**src/rtl/dec_to_bin_seq.sv**
```systemverilog
// Sign + packed-BCD to binary converter, one digit per clock, MS digit first; result NDIG edges after accept.
// Single operand in flight: in_ready only in IDLE, result held in DONE until out_ready.
module dec_to_bin_seq #(
    parameter int NDIG      = 3,
    parameter int WOUT      = 8,
    parameter int SIGN_MODE = 0
) (
    input  logic              clk,
    input  logic              rst_n,
    input  logic              in_valid,
    output logic              in_ready,
    input  logic [4*NDIG-1:0] in_bcd,
    input  logic              in_neg,
    output logic              out_valid,
    input  logic              out_ready,
    output logic [WOUT-1:0]   out_bin,
    output logic              out_ovf,
    output logic              out_err
);

    localparam int AW = WOUT + 4;
    localparam int CW = (NDIG > 1) ? $clog2(NDIG) : 1;
    localparam logic [CW-1:0] LAST    = CW'(NDIG - 1);
    localparam logic [AW-1:0] ONE     = AW'(1);
    localparam logic [AW-1:0] LIM_POS = (ONE << (WOUT - 1)) - ONE;

    typedef enum logic [1:0] {
        IDLE,
        CONV,
        DONE
    } state_t;

    typedef struct packed {
        logic              neg;
        logic [4*NDIG-1:0] bcd;
    } op_t;

    typedef struct packed {
        logic [WOUT-1:0] bin;
        logic            ovf;
        logic            err;
    } res_t;

    state_t        state;
    op_t           op;
    logic [AW-1:0] acc;
    logic [CW-1:0] dcnt;
    logic          err_q;
    logic          ovf_q;
    res_t          res;

    logic [3:0]      digit;
    logic [AW-1:0]   limit;
    logic [AW-1:0]   acc_x10;
    logic [AW-1:0]   acc_sum;
    logic [AW-1:0]   acc_nxt;
    logic            step_ovf;
    logic            err_nxt;
    logic            ovf_nxt;
    logic [WOUT-1:0] mag;
    logic [WOUT-1:0] sat_bin;
    logic [WOUT-1:0] fmt_bin;
    res_t            res_nxt;

    // The operand is shifted left each step, so the digit in use is always the top nibble.
    assign digit = op.bcd[4*NDIG-1 -: 4];

    generate
        if (SIGN_MODE == 1) begin : g_twos
            localparam logic [AW-1:0] LIM_NEG = ONE << (WOUT - 1);
            assign limit   = op.neg ? LIM_NEG : LIM_POS;
            assign sat_bin = op.neg ? {1'b1, {(WOUT-1){1'b0}}} : {1'b0, {(WOUT-1){1'b1}}};
            assign fmt_bin = op.neg ? (~mag + WOUT'(1)) : mag;
        end else begin : g_sm
            assign limit   = LIM_POS;
            assign sat_bin = {op.neg, {(WOUT-1){1'b1}}};
            // Negative zero collapses to plain zero.
            assign fmt_bin = {op.neg & (|mag), mag[WOUT-2:0]};
        end
    endgenerate

    always_comb begin
        acc_x10  = (acc << 3) + (acc << 1);
        acc_sum  = acc_x10 + AW'(digit);
        step_ovf = (acc_sum > limit);
        err_nxt  = err_q | (digit > 4'd9);
        ovf_nxt  = ovf_q | step_ovf;
        // Clamp just above the limit so later multiplies cannot wrap the accumulator.
        acc_nxt  = step_ovf ? (limit + ONE) : acc_sum;
        mag      = acc_sum[WOUT-1:0];
    end

    always_comb begin
        res_nxt = '0;
        if (err_nxt) begin
            res_nxt.err = 1'b1;
        end else if (ovf_nxt) begin
            res_nxt.bin = sat_bin;
            res_nxt.ovf = 1'b1;
        end else begin
            res_nxt.bin = fmt_bin;
        end
    end

    always_ff @(posedge clk or negedge rst_n) begin
        if (!rst_n) begin
            state     <= IDLE;
            op        <= '0;
            acc       <= '0;
            dcnt      <= '0;
            err_q     <= 1'b0;
            ovf_q     <= 1'b0;
            res       <= '0;
            in_ready  <= 1'b1;
            out_valid <= 1'b0;
        end else begin
            case (state)
                IDLE: begin
                    if (in_valid && in_ready) begin
                        op.neg   <= in_neg;
                        op.bcd   <= in_bcd;
                        acc      <= '0;
                        dcnt     <= '0;
                        err_q    <= 1'b0;
                        ovf_q    <= 1'b0;
                        in_ready <= 1'b0;
                        state    <= CONV;
                    end
                end
                CONV: begin
                    acc    <= acc_nxt;
                    err_q  <= err_nxt;
                    ovf_q  <= ovf_nxt;
                    dcnt   <= dcnt + CW'(1);
                    op.bcd <= op.bcd << 4;
                    if (dcnt == LAST) begin
                        res       <= res_nxt;
                        out_valid <= 1'b1;
                        state     <= DONE;
                    end
                end
                DONE: begin
                    if (out_valid && out_ready) begin
                        out_valid <= 1'b0;
                        in_ready  <= 1'b1;
                        state     <= IDLE;
                    end
                end
                default: begin
                    state <= IDLE;
                end
            endcase
        end
    end

    assign out_bin = res.bin;
    assign out_ovf = res.ovf;
    assign out_err = res.err;

endmodule

```
**config.mk**
```make
export PLATFORM = sky130hd
export DESIGN_NAME = dec_to_bin_seq
export DESIGN_NICKNAME = d
export VERILOG_FILES = /design/src/rtl/dec_to_bin_seq.sv
export SDC_FILE = /design/constraint.sdc
export NUM_CORES = 1
export LEC_CHECK = 0
export CAP_MARGIN = 20
export CORE_ASPECT_RATIO = 0.7
export CORE_MARGIN = 4
export CORE_UTILIZATION = 25
export CTS_BUF_LIST = sky130_fd_sc_hd__clkbuf_4
export DETAILED_ROUTE_END_ITERATION = 16
export PLACE_DENSITY = 0.42
export SLEW_MARGIN = 20
export SYNTH_ARGS = -nofsm -noshare
export SYNTH_HDL_FRONTEND = slang
export SYNTH_SLANG_ARGS = --single-unit
```
**constraint.sdc**
```tcl
create_clock -name clk -period 6.6 [get_ports clk]
set_clock_uncertainty 0.05 [all_clocks]
set_input_delay 1.32 -clock clk [delete_from_list [all_inputs] [get_ports clk]]
set_output_delay 1.32 -clock clk [all_outputs]
set_load 0.02 [all_outputs]
```
# Yosys cells after proc, flatten, opt, wreduce, memory -nomap -nowiden
# Cells that the tools add are included.
[totals]
regBits = 42
inputBits = 17
output_inout_bits = 12
word_cells = 62
[classes]
add_sub_neg = 3
magnitude_cmp = 2
n_eq_ne = 6
n_mux = 23
n_bitwise = 3
reduce_logical = 13
[op_table]
columns = ["op", "n"]
rows = [
  ["case mux 12 bit (2 select lines)", 1],
  ["2-to-1 mux 11 bit", 2],
  ["case mux 11 bit (2 select lines)", 1],
  ["adder 12 bit", 1],
  ["adder 12 x 4 -> 12 bit", 1],
  ["greater-than comparator 12 x 7 -> 1 bit, second input constant", 1],
  ["2-to-1 mux 12 bit", 1],
  ["2-to-1 mux 9 bit", 1],
  ["AND reduction 3 bit", 3],
  ["2-to-1 mux 2 bit", 4],
  ["2-to-1 mux 8 bit", 1],
  ["case mux 1 bit (2 select lines)", 4],
  ["OR reduction 8 bit", 1],
  ["2-to-1 mux 1 bit", 6],
  ["inequality test 2 bit, second input constant", 3],
  ["case mux 2 bit (3 select lines)", 1],
  ["AND reduction 2 bit", 3],
  ["nonzero test 2 bit", 3],
  ["== test 2 bit, second input constant", 2],
  ["greater-than comparator 4 bit, second input constant", 1],
  ["case mux 2 bit (2 select lines)", 1],
  ["adder 2 x 1 -> 2 bit, second input constant", 1],
  ["== test 2 x 1 -> 1 bit, second input constant", 1],
  ["logical AND 1 bit", 2],
  ["3 further kinds", 4],
]

# Logic depth before layout (Yosys ltp)
[depth]
depth_word = 6
depth_mapped = 10
mapped_depth_nobuf = 10

# Least setup slack after synthesis
# Ideal clock, no wire load.
[synth_timing]
kind = "register -> register"
startpoint = "register acc[0]"
endpoint = "register res, in the netlist out_bin[3]"
setup_ns = 0.149
t_arrival_ns = 2.617
t_required_ns = 6.401
setup_slack_ns = 3.784
path_stages_with_launch = 11
path_buffers = 0
period_less_slack_ns = 2.816
path_cell_list = "dfrtp_1 inv_1 fa_1 inv_1 ha_1 a211oi_2 o211a_1 a221o_1 nand4_2 o41ai_4 o211ai_1"
[synth_between]
elab_chain_len = 6
[synth_lines]
columns = ["element", "line_no", "rtl"]
rows = [
  ["from (decl)", "46", "logic [AW-1:0] acc;"],
  ["from (signal assigned)", "131", "acc <= acc_nxt;"],
  ["adder 12 bit (*)", "83", "acc_x10 = (acc << 3) + (acc << 1);"],
  ["adder 12 x 4 -> 12 bit (*)", "84", "acc_sum = acc_x10 + AW'(digit);"],
  ["greater-than comparator 12 x 7 -> 1 bit", "85", "step_ovf = (acc_sum > limit);"],
  ["bitwise OR 1 bit", "87", "ovf_nxt = ovf_q | step_ovf;"],
  ["2-to-1 mux 8 bit (*)", "97", "end else if (ovf_nxt) begin"],
  ["2-to-1 mux 9 bit (*)", "95", "if (err_nxt) begin"],
  ["to (signal assigned)", "137", "res <= res_nxt;"],
  ["to (decl)", "50", "res_t res;"],
]
# Mark *: on every way between the ends. The rest lies on a longest branch, timed or not.
# A chain may end at the register's enable or synchronous reset.

# Final worst setup path
# Same ends and word-level chain as after synthesis.

==> metrics.txt <==
status finished clean; Final #Nets approximately 300; setup tns final 0 ps; synth warn 0; M2 GR Usage a little over an eighth; Global Route met3 Usage around 3.5%; Routed wire per std cell 14.61 um; mapped cell area around 0.0024 mm^2; Cell Count, Final, Fillers Out about 400; total track usage about 11%; net load switching power 0.09151 mW; most frequent CP cell fa_1; setup violators final 0; GRT overflow 0; Distinct cells, synth 48; post-DP HPWL about 4300 um; global-route wire length before repair just under 10000 um; Leakage 1.259 nW; Worst setup EP type flop; Placed Cells between 300 and 400; violation count after the first detailed-route iteration 68; Yosys top cell area share a little over two fifths; Min Clock Period, post-route between 3000 and 4000 ps; DR DRC count 0; Logic pwr share slightly above 4%; clock sink count 42; CP arrival roughly 3300 ps; Die ar. ~0.011 mm^2; Area Growth Syn to Fin 20.51%; DRT Pass-1 Iters 4; GP Congestion 0.7379; Worst Hold Class reg -> reg; clock latency on the worst-skew pair 360 ps; port bufs 28; Antenna diodes 0; CP startpoint kind flop; Synth Area per Inst between 10 and 15 um^2; number of max-cap violations 0; layout cell share with drive strength beyond 1 approximately a tenth; met1 Use GR 17.04%; cells along the critical path inv_1, fa_1, fa_1, nand2b_1, a21oi_1, nor2_1, xnor2_1, o41ai_4, o211ai_1; Tightest Pin Transition a little under 800 ps; maximum number of pins on one net before global-route repair 43; PD cells around 140 mW/mm^2; FP Rows 29; initial antenna violation count 0; Worst EP required 6780 ps; core area 0.009180 mm^2; CTS buffer count 5; Post-Syn Nets ~270; number of flops mapped to enable cells by yosys 0; CP Class reg -> reg; asr flop ratio synth 100.0%; vias in the first global route approximately 1800; clk slew on worst S/H paths ~130 ps; top area cells in the synthesized netlist dfrtp_1, ha_1, nand2_1, o21ai_0, mux2i_1; hold_buf cts 0; Slew HR 47.77%; crit-path max cell delay 530 ps; highest clock rate 325.1 MHz; routed via count around 1800; Synth area leader dfrtp_1; Starting Density approximately a quarter; htree depth 2; Slew Limit Fails 0; switching part of the total 22.74%; CTS tree done; Seq cells post-synth 42; RSZ-0062 raised after global routing no; Die Span Y 89.72 um; WL final between 5000 and 6000 um; sequential power share 63.9%; fin crit share between 40% and 50%; clock share of power between 30% and 40%; CTS root buf clkbuf_4; PostCTS Resize Cnt 0; die width around 120 um; via/cell ratio about 4.6; Final Hold Fails 0; register area share after synthesis between 40 and 50%; Post-CTS Setup Inserts 0; Clock Path Buffers 2; Int Power about 0.31 mW; final core utilization a little under a third; Critical Path Fanout Max 8; slowest CP cell fa_1; Main synth FF type dfrtp_1; most used routing layer met1; Mapped Cells around 240; ANT nets after route 0; Ports 29; Max rail drop VDD roughly 66 uV
## stage by stage
step	power, mW	cell area (um^2)	setup slack, ps	hold slack (ps)
4_1_cts	0.4085	2854	3490	444.2
5_1_grt	0.4232	2874	3244	469.1
3_3_place_gp	0.2781	2800	3455	413.1
6_report	0.4024	2874	3524	441.8
3_5_place_dp	0.2778	2800	3432	410.4
2_1_floorplan	0.2627	2385	3784	399.2
## state kept, by name, summed over array words and instances, names as in the netlist
register / cells
acc: 11
dcnt: 2
out_bin: 8
digit: 4
state: 2
err_q: 1
op: 9
out_ovf: 1
out_err: 1
in_ready: 1
out_valid: 1
ovf_q: 1
## power groups by stage
stage               sequential [mW]  clock [mW]  combinational (mW)
finish                        0.257       0.129              0.0164
global route                  0.257       0.147              0.0183
detailed placement            0.262           0              0.0155
floorplan                     0.262           0            0.000441
global placement              0.262           0              0.0159
CTS                           0.257       0.136              0.0156
## layer usage
layer,up-vias,wire length (um)
met2,44,2122
met1,838,3253
met4,0,51
met5,-,0
met3,7,272
li1,903,-
## final cells by class
cell class / count / area [um^2]
clock buffer: 6 / 45.04
clock inverter: 2 / 8.758
fill: 972 / 6306
inverter: 11 / 41.29
multi-input combinational: 174 / 1261
sequential: 42 / 1052
tap: 124 / 155.1
timing repair buffer: 31 / 310.3
## placed cells by master (no fill, tap or decap), types with 2 or more instances in the layout
cell              n
a21o_1            2
a21oi_1          11
a22o_1            2
a22oi_1           5
a32o_1            5
and2_1            3
buf_4             2
clkbuf_4          6
clkdlybuf4s50_1  27
dfrtp_1          41
fa_1              2
ha_1             19
inv_1            11
mux2_2            2
mux2i_1           7
nand2_1          40
nand2b_1          3
nand3_1           2
nor2_1           14
o211ai_1          4
o21a_1            2
o21ai_0          18
o21ai_2           2
o22ai_1           2
xnor2_1           5
xor2_1            2
## critical path: cells and delay by family, from the launching register on
| family | cells | cell delay [ps] |
|---|---|---|
| simple gates | 2 | 280 |
| xor+xnor | 1 | 220 |
| buf+inv | 1 | 70 |
| compound gates | 3 | 930 |
| fa+ha+maj | 2 | 990 |
| flops | 1 | 400 |
## final timing paths
| path | startpoint | end | slack [ps] | cells after the start |
|---|---|---|---|---|
| worst max-delay path | acc[0]$_DFFE_PN0P_ | out_bin[3]$_DFFE_PN0P_ | 3520 | 9 |
| worst min-delay path | op[5]$_DFFE_PN0P_ | digit[1]$_DFFE_PN0P_ | 440 | 2 |
| worst max register to register | acc[0]$_DFFE_PN0P_ | out_bin[3]$_DFFE_PN0P_ | 3520 | 9 |
| worst min register to register | op[5]$_DFFE_PN0P_ | digit[1]$_DFFE_PN0P_ | 440 | 2 |
| max in group asynchronous | rst_n | acc[4]$_DFFE_PN0P_ | 5180 | 2 |
| min in group asynchronous | rst_n | state[0]$_DFFE_PN0P_ | 830 | 1 |
## cells in the mapped netlist (5+ instances only)
library cell  instances
dfrtp_1              41
nand2_1              40
ha_1                 19
o21ai_0              18
nor2_1               14
a21oi_1              11
inv_1                11
clkbuf_1              7
mux2i_1               7
a22oi_1               5
a32o_1                5
xnor2_1               5
## cells by family after synthesis
family                   count (synthesis)  synth area share [%]
AO/OA/AOI/OAI                           64                 19.89
adder cells (fa/ha/maj)                 21                 11.65
buffers and inverters                   20                 3.253
XOR/XNOR                                 7                 2.571
AND/OR/NAND/NOR                         73                 14.64
multiplexers                             9                 3.883
flip-flops                              42                 44.12
No activity file was read; power rests on OpenSTA's default activity.
